## config.mk

```make
export PLATFORM = sky130hd
export DESIGN_NAME = jtag_tap_param_flat
export DESIGN_NICKNAME = d
export VERILOG_FILES = /design/src/rtl/jtag_tap_param_if.sv /design/src/rtl/jtag_tap_param.sv /design/src/flat_wrapper.sv
export SDC_FILE = /design/constraint.sdc
export NUM_CORES = 1
export LEC_CHECK = 0
export CAP_MARGIN = 40
export CORE_AREA = 8 8 87 89
export DETAILED_ROUTE_END_ITERATION = 12
export DIE_AREA = 0 0 95 97
export PLACE_DENSITY = 0.72
export RECOVER_POWER = 100
export SLEW_MARGIN = 5
export SYNTH_ARGS = -nofsm -noshare
export SYNTH_HDL_FRONTEND = slang
export SYNTH_SLANG_ARGS = --single-unit
```

## constraint.sdc

```tcl
create_clock -name TCK -period 2.6 [get_ports TCK]
set_clock_uncertainty 0.05 [all_clocks]
set_input_delay 0.39 -clock TCK [delete_from_list [all_inputs] [get_ports TCK]]
set_output_delay 0.39 -clock TCK [all_outputs]
set_load 0.03 [all_outputs]
```

## src/rtl/jtag_tap_param_if.sv

```systemverilog
// TAP serial pins, debug taps and pad/core signals of the boundary-scan TAP.
// The slave modport is the TAP itself; master is whatever drives the pins.
interface jtag_tap_param_if #(
    parameter int IR_W  = 4,
    parameter int PIN_N = 4
);
    logic             TMS;
    logic             TDI;
    logic             TDO;
    logic             TDO_EN;
    logic [3:0]       tap_state;
    logic [IR_W-1:0]  ir_out;
    logic [PIN_N-1:0] pin_in;
    logic [PIN_N-1:0] core_in;
    logic [PIN_N-1:0] core_out;
    logic [PIN_N-1:0] pin_out;
    logic [PIN_N-1:0] pin_oe;
    logic [PIN_N-1:0] core_oe;

    modport slave (
        input  TMS, TDI, pin_in, core_out, core_oe,
        output TDO, TDO_EN, tap_state, ir_out, core_in, pin_out, pin_oe
    );

    modport master (
        output TMS, TDI, pin_in, core_out, core_oe,
        input  TDO, TDO_EN, tap_state, ir_out, core_in, pin_out, pin_oe
    );
endinterface

```

## src/rtl/jtag_tap_param.sv

```systemverilog
// IEEE 1149.1-style TAP with parametrised IR, bypass, IDCODE/USERCODE and a
// 2*PIN_N boundary register muxed between the pads and the core.
module jtag_tap_param #(
    parameter int          IR_W         = 4,
    parameter int          PIN_N        = 4,
    parameter logic [31:0] IDCODE_VAL   = 32'h1234_5001,
    parameter logic [31:0] USERCODE_VAL = 32'hCAFE_0001
) (
    input logic             TCK,
    input logic             TRST,
    jtag_tap_param_if.slave tapBus
);

    localparam int BSR_W = 2 * PIN_N;

    localparam logic [IR_W-1:0] OP_SAMPLE   = IR_W'(4'h1);
    localparam logic [IR_W-1:0] OP_EXTEST   = IR_W'(4'h2);
    localparam logic [IR_W-1:0] OP_INTEST   = IR_W'(4'h3);
    localparam logic [IR_W-1:0] OP_CLAMP    = IR_W'(4'h5);
    localparam logic [IR_W-1:0] OP_IDCODE   = IR_W'(4'h7);
    localparam logic [IR_W-1:0] OP_USERCODE = IR_W'(4'h8);
    localparam logic [IR_W-1:0] OP_HIGHZ    = IR_W'(4'h9);
    localparam logic [IR_W-1:0] IR_CAPTURE  = IR_W'(2'b01);

    typedef enum logic [3:0] {
        TLR    = 4'hF, RTI    = 4'hC,
        SEL_DR = 4'h7, CAP_DR = 4'h6, SH_DR  = 4'h2, EX1_DR = 4'h1,
        PAU_DR = 4'h3, EX2_DR = 4'h0, UPD_DR = 4'h5,
        SEL_IR = 4'h4, CAP_IR = 4'hE, SH_IR  = 4'hA, EX1_IR = 4'h9,
        PAU_IR = 4'hB, EX2_IR = 4'h8, UPD_IR = 4'hD
    } tapState_e;

    tapState_e        state_q, state_d;
    logic [IR_W-1:0]  irShift_q, irShift_d;
    logic [IR_W-1:0]  irOut_q, irOut_d;
    logic [BSR_W-1:0] bsrShift_q, bsrShift_d;
    logic [BSR_W-1:0] bsrUpd_q, bsrUpd_d;
    logic [31:0]      idShift_q, idShift_d;
    logic             bypass_q, bypass_d;
    logic             tdo_q, tdo_d;
    logic             tdoEn_q, tdoEn_d;

    logic captureDr, shiftDr, updateDr, captureIr, shiftIr, updateIr, inReset;
    logic selBsr, selId, isUser, drLsb;

    always_ff @(posedge TCK or negedge TRST) begin
        if (!TRST) begin
            state_q    <= TLR;
            irShift_q  <= '0;
            bsrShift_q <= '0;
            idShift_q  <= '0;
            bypass_q   <= 1'b0;
        end else begin
            state_q    <= state_d;
            irShift_q  <= irShift_d;
            bsrShift_q <= bsrShift_d;
            idShift_q  <= idShift_d;
            bypass_q   <= bypass_d;
        end
    end

    always_comb begin
        state_d = state_q;
        unique case (state_q)
            TLR:    state_d = tapBus.TMS ? TLR    : RTI;
            RTI:    state_d = tapBus.TMS ? SEL_DR : RTI;
            SEL_DR: state_d = tapBus.TMS ? SEL_IR : CAP_DR;
            CAP_DR: state_d = tapBus.TMS ? EX1_DR : SH_DR;
            SH_DR:  state_d = tapBus.TMS ? EX1_DR : SH_DR;
            EX1_DR: state_d = tapBus.TMS ? UPD_DR : PAU_DR;
            PAU_DR: state_d = tapBus.TMS ? EX2_DR : PAU_DR;
            EX2_DR: state_d = tapBus.TMS ? UPD_DR : SH_DR;
            UPD_DR: state_d = tapBus.TMS ? SEL_DR : RTI;
            SEL_IR: state_d = tapBus.TMS ? TLR    : CAP_IR;
            CAP_IR: state_d = tapBus.TMS ? EX1_IR : SH_IR;
            SH_IR:  state_d = tapBus.TMS ? EX1_IR : SH_IR;
            EX1_IR: state_d = tapBus.TMS ? UPD_IR : PAU_IR;
            PAU_IR: state_d = tapBus.TMS ? EX2_IR : PAU_IR;
            EX2_IR: state_d = tapBus.TMS ? UPD_IR : SH_IR;
            UPD_IR: state_d = tapBus.TMS ? SEL_DR : RTI;
            default: state_d = TLR;
        endcase
    end

    always_comb begin
        tapBus.tap_state = state_q;
        captureDr        = (state_q == CAP_DR);
        shiftDr          = (state_q == SH_DR);
        updateDr         = (state_q == UPD_DR);
        captureIr        = (state_q == CAP_IR);
        shiftIr          = (state_q == SH_IR);
        updateIr         = (state_q == UPD_IR);
        inReset          = (state_q == TLR);
    end

    // Unknown opcodes fall through every compare and land on the bypass register.
    always_comb begin
        selBsr = (irOut_q == OP_SAMPLE) || (irOut_q == OP_EXTEST) || (irOut_q == OP_INTEST);
        selId  = (irOut_q == OP_IDCODE) || (irOut_q == OP_USERCODE);
        isUser = (irOut_q == OP_USERCODE);
        drLsb  = selBsr ? bsrShift_q[0] : (selId ? idShift_q[0] : bypass_q);
    end

    always_comb begin
        irShift_d = irShift_q;
        if (captureIr)
            irShift_d = IR_CAPTURE;
        else if (shiftIr)
            irShift_d = {tapBus.TDI, irShift_q[IR_W-1:1]};

        bsrShift_d = bsrShift_q;
        if (captureDr && selBsr)
            bsrShift_d = {tapBus.core_out, tapBus.pin_in};
        else if (shiftDr && selBsr)
            bsrShift_d = {tapBus.TDI, bsrShift_q[BSR_W-1:1]};

        idShift_d = idShift_q;
        if (captureDr && selId)
            idShift_d = isUser ? USERCODE_VAL : IDCODE_VAL;
        else if (shiftDr && selId)
            idShift_d = {tapBus.TDI, idShift_q[31:1]};

        bypass_d = bypass_q;
        if (captureDr && !selBsr && !selId)
            bypass_d = 1'b0;
        else if (shiftDr && !selBsr && !selId)
            bypass_d = tapBus.TDI;
    end

    // Falling-edge stage: the updated IR, BSR update latches and TDO driver.
    always_comb begin
        irOut_d  = irOut_q;
        bsrUpd_d = bsrUpd_q;
        if (inReset) begin
            irOut_d  = OP_IDCODE;
            bsrUpd_d = '0;
        end else if (updateIr) begin
            irOut_d = irShift_q;
        end else if (updateDr && selBsr) begin
            bsrUpd_d = bsrShift_q;
        end
        tdoEn_d = shiftDr || shiftIr;
        tdo_d   = shiftIr ? irShift_q[0] : (shiftDr ? drLsb : 1'b0);
    end

    always_ff @(negedge TCK or negedge TRST) begin
        if (!TRST) begin
            irOut_q  <= OP_IDCODE;
            bsrUpd_q <= '0;
            tdo_q    <= 1'b0;
            tdoEn_q  <= 1'b0;
        end else begin
            irOut_q  <= irOut_d;
            bsrUpd_q <= bsrUpd_d;
            tdo_q    <= tdo_d;
            tdoEn_q  <= tdoEn_d;
        end
    end

    always_comb begin
        tapBus.core_in = tapBus.pin_in;
        tapBus.pin_out = tapBus.core_out;
        tapBus.pin_oe  = tapBus.core_oe;
        case (irOut_q)
            OP_EXTEST, OP_CLAMP: begin
                tapBus.pin_out = bsrUpd_q[BSR_W-1:PIN_N];
                tapBus.pin_oe  = '1;
            end
            OP_INTEST: begin
                tapBus.core_in = bsrUpd_q[PIN_N-1:0];
                tapBus.pin_out = bsrUpd_q[BSR_W-1:PIN_N];
                tapBus.pin_oe  = '1;
            end
            OP_HIGHZ: tapBus.pin_oe = '0;
            default: ;
        endcase
    end

    assign tapBus.ir_out = irOut_q;
    assign tapBus.TDO    = tdo_q;
    assign tapBus.TDO_EN = tdoEn_q;

endmodule

```

## src/flat_wrapper.sv

```systemverilog
// flat-port wrapper written by rule: the top's interface ports become plain ports
module jtag_tap_param_flat 
#(
    parameter int          IR_W         = 4,
    parameter int          PIN_N        = 4,
    parameter logic [31:0] IDCODE_VAL   = 32'h1234_5001,
    parameter logic [31:0] USERCODE_VAL = 32'hCAFE_0001
)
  (TCK, TRST, tapBus_TMS, tapBus_TDI, tapBus_pin_in, tapBus_core_out, tapBus_core_oe, tapBus_TDO, tapBus_TDO_EN, tapBus_tap_state, tapBus_ir_out, tapBus_core_in, tapBus_pin_out, tapBus_pin_oe);
  jtag_tap_param_if #(.IR_W(IR_W), .PIN_N(PIN_N)) tapBus_i ();
  input logic TCK;
  input logic TRST;
  input wire logic [$bits(tapBus_i.TMS)-1:0] tapBus_TMS;
  input wire logic [$bits(tapBus_i.TDI)-1:0] tapBus_TDI;
  input wire logic [$bits(tapBus_i.pin_in)-1:0] tapBus_pin_in;
  input wire logic [$bits(tapBus_i.core_out)-1:0] tapBus_core_out;
  input wire logic [$bits(tapBus_i.core_oe)-1:0] tapBus_core_oe;
  output wire logic [$bits(tapBus_i.TDO)-1:0] tapBus_TDO;
  output wire logic [$bits(tapBus_i.TDO_EN)-1:0] tapBus_TDO_EN;
  output wire logic [$bits(tapBus_i.tap_state)-1:0] tapBus_tap_state;
  output wire logic [$bits(tapBus_i.ir_out)-1:0] tapBus_ir_out;
  output wire logic [$bits(tapBus_i.core_in)-1:0] tapBus_core_in;
  output wire logic [$bits(tapBus_i.pin_out)-1:0] tapBus_pin_out;
  output wire logic [$bits(tapBus_i.pin_oe)-1:0] tapBus_pin_oe;
  assign tapBus_i.TMS = tapBus_TMS;
  assign tapBus_i.TDI = tapBus_TDI;
  assign tapBus_i.pin_in = tapBus_pin_in;
  assign tapBus_i.core_out = tapBus_core_out;
  assign tapBus_i.core_oe = tapBus_core_oe;
  assign tapBus_TDO = tapBus_i.TDO;
  assign tapBus_TDO_EN = tapBus_i.TDO_EN;
  assign tapBus_tap_state = tapBus_i.tap_state;
  assign tapBus_ir_out = tapBus_i.ir_out;
  assign tapBus_core_in = tapBus_i.core_in;
  assign tapBus_pin_out = tapBus_i.pin_out;
  assign tapBus_pin_oe = tapBus_i.pin_oe;
  jtag_tap_param #(.IR_W(IR_W), .PIN_N(PIN_N), .IDCODE_VAL(IDCODE_VAL), .USERCODE_VAL(USERCODE_VAL)) u_core (.TCK(TCK), .TRST(TRST), .tapBus(tapBus_i));
endmodule
```

**Yosys cells after proc, flatten, opt, wreduce, memory -nomap -nowiden**

Cells that the tools add are included.

- Equality and inequality tests: 23
- Multiplexer cells: 34
- Reductions and logical operators: 27

Operator list:

| operator | number |
|---|---|
| $mux W32 | 3 |
| $pmux W4 S12 | 1 |
| $eq A4 B4 Y1 const B | 10 |
| $mux W8 | 5 |
| $mux W4 | 7 |
| $eq A4 B3 Y1 const B | 6 |
| $eq A4 B2 Y1 const B | 4 |
| $mux W2 | 6 |
| $mux W3 | 4 |
| $reduce_bool A2 Y1 | 6 |
| $logic_and A1 B1 Y1 | 9 |
| $eq A4 B1 Y1 const B | 2 |
| $pmux W4 S2 | 1 |
| $mux W1 | 7 |
| $reduce_or A3 Y1 | 2 |
| $logic_not A4 Y1 | 1 |
| $logic_or A1 B1 Y1 | 4 |
| $reduce_or A2 Y1 | 2 |
| $logic_not A1 Y1 | 2 |
| $ne A2 B2 Y1 const B | 1 |
| $reduce_and A2 Y1 | 1 |

- Bits in registers: 63
- Input bits: 16
- Output and inout port bits: 22

**Depth between registers and ports, before layout**

Gate-level depths: netlist of the first run.

- Depth after elaboration: 8
- Depth in mapped cells: 7
- Depth with buffers taken out: 4

==> results of run 1 <==
-- state kept, by name, summed over array words and instances (netlist names) --
name	cells
u_core.bsrUpd_q	8
u_core.bsrShift_q	8
u_core.tapBus.tap_state	4
u_core.bypass_q	1
u_core.tapBus.TDO	1
u_core.irShift_q	4
u_core.idShift_q	32
u_core.tapBus.TDO_EN	1
u_core.tapBus.ir_out	4
-- cell families (layout without fill, tap and decap cells) --
group | after synthesis | count (layout)
AOI/OAI and AO/OA | 98 | 98
buffers and inverters | 26 | 119
DFF | 63 | 63
muxes | 18 | 18
and+or+nand+nor | 120 | 120
-- cell type report --
cell class                 count  share of cell area (%)
multi-input combinational    236                    35.9
sequential                    63                    35.0
timing repair buffer          98                    21.5
clock buffer                  11                    3.34
tap                           77                    2.12
clock inverter                 8                    2.01
inverter                       2                   0.166
-- per-stage QoR --
| stage | TNS, ns | setup slack (ns) | cell area [um^2] |
|---|---|---|---|
| 3_5_place_dp | -30.07 | -1.09 | 3750 |
| 5_1_grt | -44.71 | -1.13 | 4540 |
| 4_1_cts | -31.85 | -1.13 | 4130 |
| 3_3_place_gp | -29.64 | -1.07 | 3750 |
| 2_1_floorplan | -25.18 | -0.791 | 3140 |
| 6_report | -38.76 | -1.08 | 4540 |
-- timing repair --
action	4_1_cts	5_1_grt
hold buffers	1	0
endpoints found under the hold margin	2	0
gates cloned	1	5
pin swaps	2	21
setup buffers	5	10
endpoints found under the setup margin	68	68
gates resized for setup	107	78
-- critical path, delay by kind of cell, from the launching register on --
family	cells	cell delay, ns
AND/OR/NAND/NOR	1	0.13
buffers and inverters	2	0.28
flip-flops	1	0.54
multiplexers	2	0.62
-- metal layers --
layer / vias to the layer above / GRT usage [%] / wire, um
li1: 1317 / - / -
met1: 1367 / 21.7 / 3530
met2: 80 / 24.9 / 4290
met3: 12 / 3.79 / 527
met4: 0 / 7.69 / 144
met5: - / 0 / 0
-- cells in the final DEF, fill, tap and decap left out, types with 3 or more instances in the layout --
cell	instances
sky130_fd_sc_hd__a21oi_1	11
sky130_fd_sc_hd__a21oi_2	4
sky130_fd_sc_hd__a22oi_2	6
sky130_fd_sc_hd__buf_12	3
sky130_fd_sc_hd__buf_4	37
sky130_fd_sc_hd__buf_6	28
sky130_fd_sc_hd__clkbuf_1	3
sky130_fd_sc_hd__clkbuf_16	3
sky130_fd_sc_hd__clkbuf_2	3
sky130_fd_sc_hd__clkbuf_8	11
sky130_fd_sc_hd__clkdlybuf4s50_1	15
sky130_fd_sc_hd__dfrtn_1	11
sky130_fd_sc_hd__dfrtp_1	45
sky130_fd_sc_hd__dfstp_2	6
sky130_fd_sc_hd__dlygate4sd3_1	4
sky130_fd_sc_hd__inv_1	5
sky130_fd_sc_hd__mux2_2	3
sky130_fd_sc_hd__mux2_4	8
sky130_fd_sc_hd__mux2i_1	7
sky130_fd_sc_hd__nand2_1	56
sky130_fd_sc_hd__nand2_2	8
sky130_fd_sc_hd__nand2_4	12
sky130_fd_sc_hd__nor2_1	21
sky130_fd_sc_hd__nor2b_1	3
sky130_fd_sc_hd__o21ai_0	29
sky130_fd_sc_hd__o21ai_1	11
sky130_fd_sc_hd__o21ai_2	14
sky130_fd_sc_hd__o22a_1	4
sky130_fd_sc_hd__o2bb2ai_1	6
-- final timing paths --
kind                                         start                    to  slack, ns  cells past startpoint
max in group asynchronous                     TRST    u_core.bsrUpd_q[6]      -0.13                      2
hold / removal                u_core.idShift_q[21]  u_core.idShift_q[21]       0.43                      2
hold reg to reg               u_core.idShift_q[21]  u_core.idShift_q[21]       0.43                      2
setup reg to reg           u_core.tapBus.ir_out[1]       u_core.bypass_q      -0.68                      5
setup / recovery           u_core.tapBus.ir_out[1]     tapBus_pin_out[1]      -1.08                      5
min in group asynchronous                     TRST  u_core.bsrShift_q[3]       0.74                      2
-- synthesized netlist by cell type (all sizes together) --
cell type / instances / area, um^2
nor4b: 1 / 15.0
o2bb2ai: 8 / 70.1
nor3b: 2 / 15.0
dfrtp: 45 / 1130
nand3b: 1 / 7.51
a221oi: 1 / 8.76
o221ai: 1 / 8.76
clkbuf: 15 / 56.3
mux2: 11 / 128
nor3: 1 / 5.00
or3b: 1 / 8.76
nand2: 76 / 285
dfrtn: 11 / 275
a31oi: 1 / 6.26
nor2b: 3 / 18.8
dfstp: 7 / 184
and4bb: 1 / 12.5
o21bai: 2 / 15.0
o21ai: 55 / 275
and2: 1 / 6.26
inv: 3 / 11.3
or4b: 1 / 10.0
o211ai: 1 / 7.51
nand2b: 1 / 6.26
a22oi: 8 / 60.1
a22o: 2 / 17.5
a21oi: 15 / 75.1
nand4bb: 1 / 11.3
o22a: 4 / 35.0
and4b: 1 / 10.0
mux2i: 7 / 70.1
nor2: 24 / 92.6
nand4b: 1 / 8.76
or2: 1 / 8.76
buf: 8 / 46.3
nand3: 2 / 10.0
nor4: 1 / 21.3
-- power groups by stage --
stage	clock [mW]	sequential, mW	combinational, mW
after floorplan	0.00960	1.73	1.58
after global placement	0.00960	1.61	2.55
after detailed placement	0.00960	1.61	2.61
after CTS	1.01	1.61	2.80
after global routing	1.06	1.71	3.41
final	1.00	1.67	3.18
==> results_dict.tcl, run 1 <==
set metrics [dict create \
    port_buf_inserts 37 \
    setup-violations-final 78 \
    leakage_nw 1.99 \
    synth.cell_area_um2 3030 \
    cts_tree "done" \
    layoutNonFillerInstCount 495 \
    h-tree-depth 3 \
    route.detailed.drc 0 \
    synth.area.mux_share_pct 6.53 \
    critical-path-top-cell-by-count "sky130_fd_sc_hd__mux2_4" \
    synthDistinctLibCells 44 \
    slew_viol_final 0 \
    initial_utilization_pct 48.8 \
    nFillCells 421 \
    switchingPower_mw 2.35 \
    grt_first_pass_wirelength_mm 12.1 \
    number_of_sinks_on_the_clock_net 63 \
    via_density_per_instance 5.61 \
    synth.avg_cell_area_um2 9.32 \
    grt_pass1_vias 2557 \
    synth-seq-area-share_pct 52.3 \
    timing.critical_path.arrival_ns 3.24 \
    worst_hold_path_type "reg -> reg" \
    criticalPathCategory "reg -> out" \
    p_total_mw 5.85 \
    violations "negative setup slack" \
    ys.warnings.count 0 \
    cts_max_path_buffers 2 \
    die_height_um 97 \
    synth-simple-area-share_pct 18.3 \
    drive_gt1_share_pct 40.2 \
    grt_max_degree 65 \
    ff_latch_area_um2 1590 \
    dieArea_um2 9220 \
    internal_power_mw 3.50 \
    synth_top_family_by_area "compound AO/OA/AOI/OAI gates" \
    globalRoute.totalOverflow 0 \
    detail_route.first_pass.iterations 5 \
    power_density_nw_per_um2 1290 \
    synth-compound-area-share_pct 19.1 \
    area_growth_pct 49.7 \
    path_cells "mux2_4 -> nor2_4 -> buf_4 -> mux2_4 -> buf_6" \
    critPathRequiredTime_ns 2.16 \
    power.sequential.fraction_pct 28.5 \
    dp.final_hpwl_mm 4.79 \
    finalHoldWorstSlack_ns 0.432 \
    finalHoldViolCount 0 \
    antennaDiodeCount 0 \
    route.antenna.remaining_nets 0 \
    cp-start-kind "flip-flop" \
    synth_xor_xnor_area_share_pct 0 \
    dieWidth_um 95 \
    synth_adder_area_share_pct 0 \
    run_status "finished with violations" \
    area_of_the_multi_input_gates_um2 1630 \
    cp_slowest_stage_delay_ns 0.54 \
    maxCapViolations 0 \
    gp_congestion 0.809 \
    post_detailed_route_wirelength_per_cell_um 17.1 \
    comb_power_share_pct 54.4 \
    critPathCaptureType "output port" \
    drt_iter0_markers 176 \
    worst_slew_pin_slew_ns 1.11 \
    via_count 2776 \
    synthesis.instances 325 \
    coreArea_um2 6200 \
    grt_antenna_before_repair 0 \
    pwr-share-clk_pct 17.1 \
    placementRows 29 \
    clk_pin_slew_worst_paths_ns 0.07 \
    postLayoutCoreUtil_pct 73.1 \
    cpMaxStageDelayCell "sky130_fd_sc_hd__dfstp_2" \
    post-place-cells 456 \
    worst_setup_slack_after_layout_ns -1.08 \
    grt.total_usage_pct 16.5 \
    timing.max_slew.rel_slack_pct 25.7 \
    drt-total-wl_mm 8.49 \
    num_io_pins 38 \
    p_sw_share_pct 40.2 \
    mappedNetlistNets 341 \
    rsz0062_at_grt "yes" \
    cts-buffers-inserted 9 \
    peakVddDrop_v 0.000819 \
    insertion_delay_ns 0.38 \
    root_cell_of_the_clock_tree "sky130_fd_sc_hd__clkbuf_8" \
    critical_path.max_fanout 3 \
    synth-seq-cells 63 \
    nets 429 \
]
No activity file was read; power rests on OpenSTA's default activity.
==> inputs of run 2 (changes only) <==
--- a/config.mk
+++ b/config.mk
@@ -11,6 +11,7 @@
 export DIE_AREA = 0 0 95 97
 export PLACE_DENSITY = 0.72
 export RECOVER_POWER = 100
+export SKIP_CTS_REPAIR_TIMING = 1
 export SLEW_MARGIN = 5
 export SYNTH_ARGS = -nofsm -noshare
 export SYNTH_HDL_FRONTEND = slang
==> constraint.sdc (replaced) <==
create_clock -name TCK -period 4.7 [get_ports TCK]
set_clock_uncertainty 0.05 [all_clocks]
set_input_delay 0.705 -clock TCK [delete_from_list [all_inputs] [get_ports TCK]]
set_output_delay 0.705 -clock TCK [all_outputs]
set_load 0.03 [all_outputs]
==> results_dict.tcl, run 2 (synthesis results as in run 1) <==
set metrics [dict create \
    ff2ff_path_depth 7 \
    critPathCaptureType "output port" \
    p_sw_share_pct 40.5 \
    h-tree-depth 3 \
    timing.critical_path.depth 4 \
    detail_route.first_pass.iterations 4 \
    critPathRequiredTime_ns 3.94 \
    power_density_nw_per_um2 711 \
    worst_r2r_endpoint "u_core.bypass_q" \
    cts_max_path_buffers 2 \
    worst_setup_slack_after_layout_ns -0.316 \
    p_total_mw 2.70 \
    coreArea_um2 6200 \
    timing.critical_path.arrival_ns 4.26 \
    post_detailed_route_wirelength_per_cell_um 14.9 \
    dp.final_hpwl_mm 4.54 \
    post-place-cells 433 \
    timing.max_slew.rel_slack_pct -45.0 \
    worst_slew_pin_slew_ns 2.18 \
    initial_utilization_pct 48.8 \
    path_delay_family "multiplexers" \
    finalHoldViolCount 0 \
    grt_antenna_before_repair 0 \
    placementRows 29 \
    cp-start-kind "flip-flop" \
    drt_iter0_markers 143 \
    dieWidth_um 95 \
    critical_path.max_fanout 4 \
    number_of_sinks_on_the_clock_net 63 \
    setup-violations-final 12 \
    cts-buffers-inserted 9 \
    mostFrequentLayoutCells "sky130_fd_sc_hd__nand2_1, sky130_fd_sc_hd__o21ai_0, sky130_fd_sc_hd__dfrtp_1" \
    largest_reg_flops 32 \
    peakVddDrop_v 0.000404 \
    layoutNonFillerInstCount 453 \
    antennaDiodeCount 0 \
    maxCapViolations 1 \
    grt.total_usage_pct 15.3 \
    grt_max_degree 45 \
    via_density_per_instance 5.45 \
    die_height_um 97 \
    route.detailed.drc 0 \
    pwr-share-clk_pct 18.9 \
    r2r-start "u_core.tapBus.ir_out[0]" \
    grt_first_pass_wirelength_mm 11.5 \
    path_buf_inv 1 \
    run_status "finished with violations" \
    path_cells "mux2_4 -> nor2_4 -> mux2_4 -> buf_6" \
    comb_power_share_pct 46.9 \
    critical-path-top-cell-by-count "sky130_fd_sc_hd__mux2_4" \
    setup.worst_path.end "tapBus_pin_out[1]" \
    grt_pass1_vias 2376 \
    power.sequential.fraction_pct 34.3 \
    cpMaxStageDelayCell "sky130_fd_sc_hd__dfstp_2" \
    regToRegSetupSlack_ns 0.06 \
    setup_total_negative_slack_ns -2.79 \
    clk_pin_slew_worst_paths_ns 0.05 \
    mostFrequentLayoutCell "sky130_fd_sc_hd__nand2_1" \
    slew_viol_final 42 \
    drt-total-wl_mm 6.77 \
    area_growth_pct 25.2 \
    biggestRegsByFlops "u_core.idShift_q x32, u_core.bsrShift_q x8, u_core.bsrUpd_q x8" \
    globalRoute.totalOverflow 0 \
    rsz0062_at_grt "yes" \
    largest_register "u_core.idShift_q" \
    finalHoldWorstSlack_ns 0.410 \
    dieArea_um2 9220 \
    drive_gt1_share_pct 18.4 \
    switchingPower_mw 1.09 \
    cts_tree "done" \
    port_buf_inserts 37 \
    criticalPathCategory "reg -> out" \
    nets 387 \
    worst_hold_path_type "reg -> reg" \
    internal_power_mw 1.61 \
    num_io_pins 38 \
    violations "max-capacitance violations, max-slew violations, negative setup slack" \
    insertion_delay_ns 0.38 \
    nFillCells 549 \
    leakage_nw 1.66 \
    worstSetupStartpoint "u_core.tapBus.ir_out[1]" \
    via_count 2467 \
    route.antenna.remaining_nets 0 \
    root_cell_of_the_clock_tree "sky130_fd_sc_hd__clkbuf_8" \
    gp_congestion 0.792 \
    cp_slowest_stage_delay_ns 0.54 \
]
==> run 2: routing by layer <==
layer	part of all wire [%]	GRT usage [%]	wire length, um	vias to the layer above
met5	0	0	0	-
met4	0.92	5.77	62	0
met3	5.4	4.25	368	6
met2	47	23.4	3150	49
met1	47	19.9	3190	1193
li1	-	-	-	1219
==> run 2: power by group through the flow <==
| stage | sequential (mW) | combinational [mW] | clock [mW] |
|---|---|---|---|
| floorplan | 0.955 | 0.807 | 0.00531 |
| global placement | 0.930 | 1.22 | 0.00531 |
| detailed placement | 0.936 | 1.25 | 0.00531 |
| CTS | 0.928 | 1.26 | 0.522 |
| global route | 0.949 | 1.39 | 0.546 |
| finish | 0.924 | 1.26 | 0.509 |
==> run 2: how the worst min path moves through the flow <==
| stage | from | to | slack (ns) | depth (start not counted) |
|---|---|---|---|---|
| floorplan | TRST | u_core.bsrShift_q[0] | 0.36 | 0 |
| global placement | u_core.bsrUpd_q[2] | u_core.bsrUpd_q[2] | 0.41 | 1 |
| detailed placement | u_core.bsrUpd_q[2] | u_core.bsrUpd_q[2] | 0.41 | 1 |
| CTS | TRST | u_core.bsrShift_q[6] | 0.28 | 1 |
| global route | u_core.bsrUpd_q[5] | u_core.bsrUpd_q[5] | 0.44 | 1 |
| finish | u_core.bsrUpd_q[2] | u_core.bsrUpd_q[2] | 0.41 | 1 |
==> run 2: stage by stage <==
stage	worst slack, ns	instance area [um^2]	util, %
global placement	-0.344	3550	57.3
CTS	-0.765	3770	60.7
floorplan	-0.0557	3060	-
finish	-0.316	3790	61.1
detailed placement	-0.357	3550	57.3
global route	-0.379	3790	61.1
==> run 2: layout make-up <==
type	instances	area, um^2	area share, %
Sequential cell	63	1590	41.8
Multi-Input combinational cell	236	1400	36.8
Timing Repair Buffer	56	492	13.0
Clock buffer	12	135	3.56
Tap cell	77	96.3	2.54
Clock inverter	7	81.3	2.14
Inverter	2	7.51	0.198
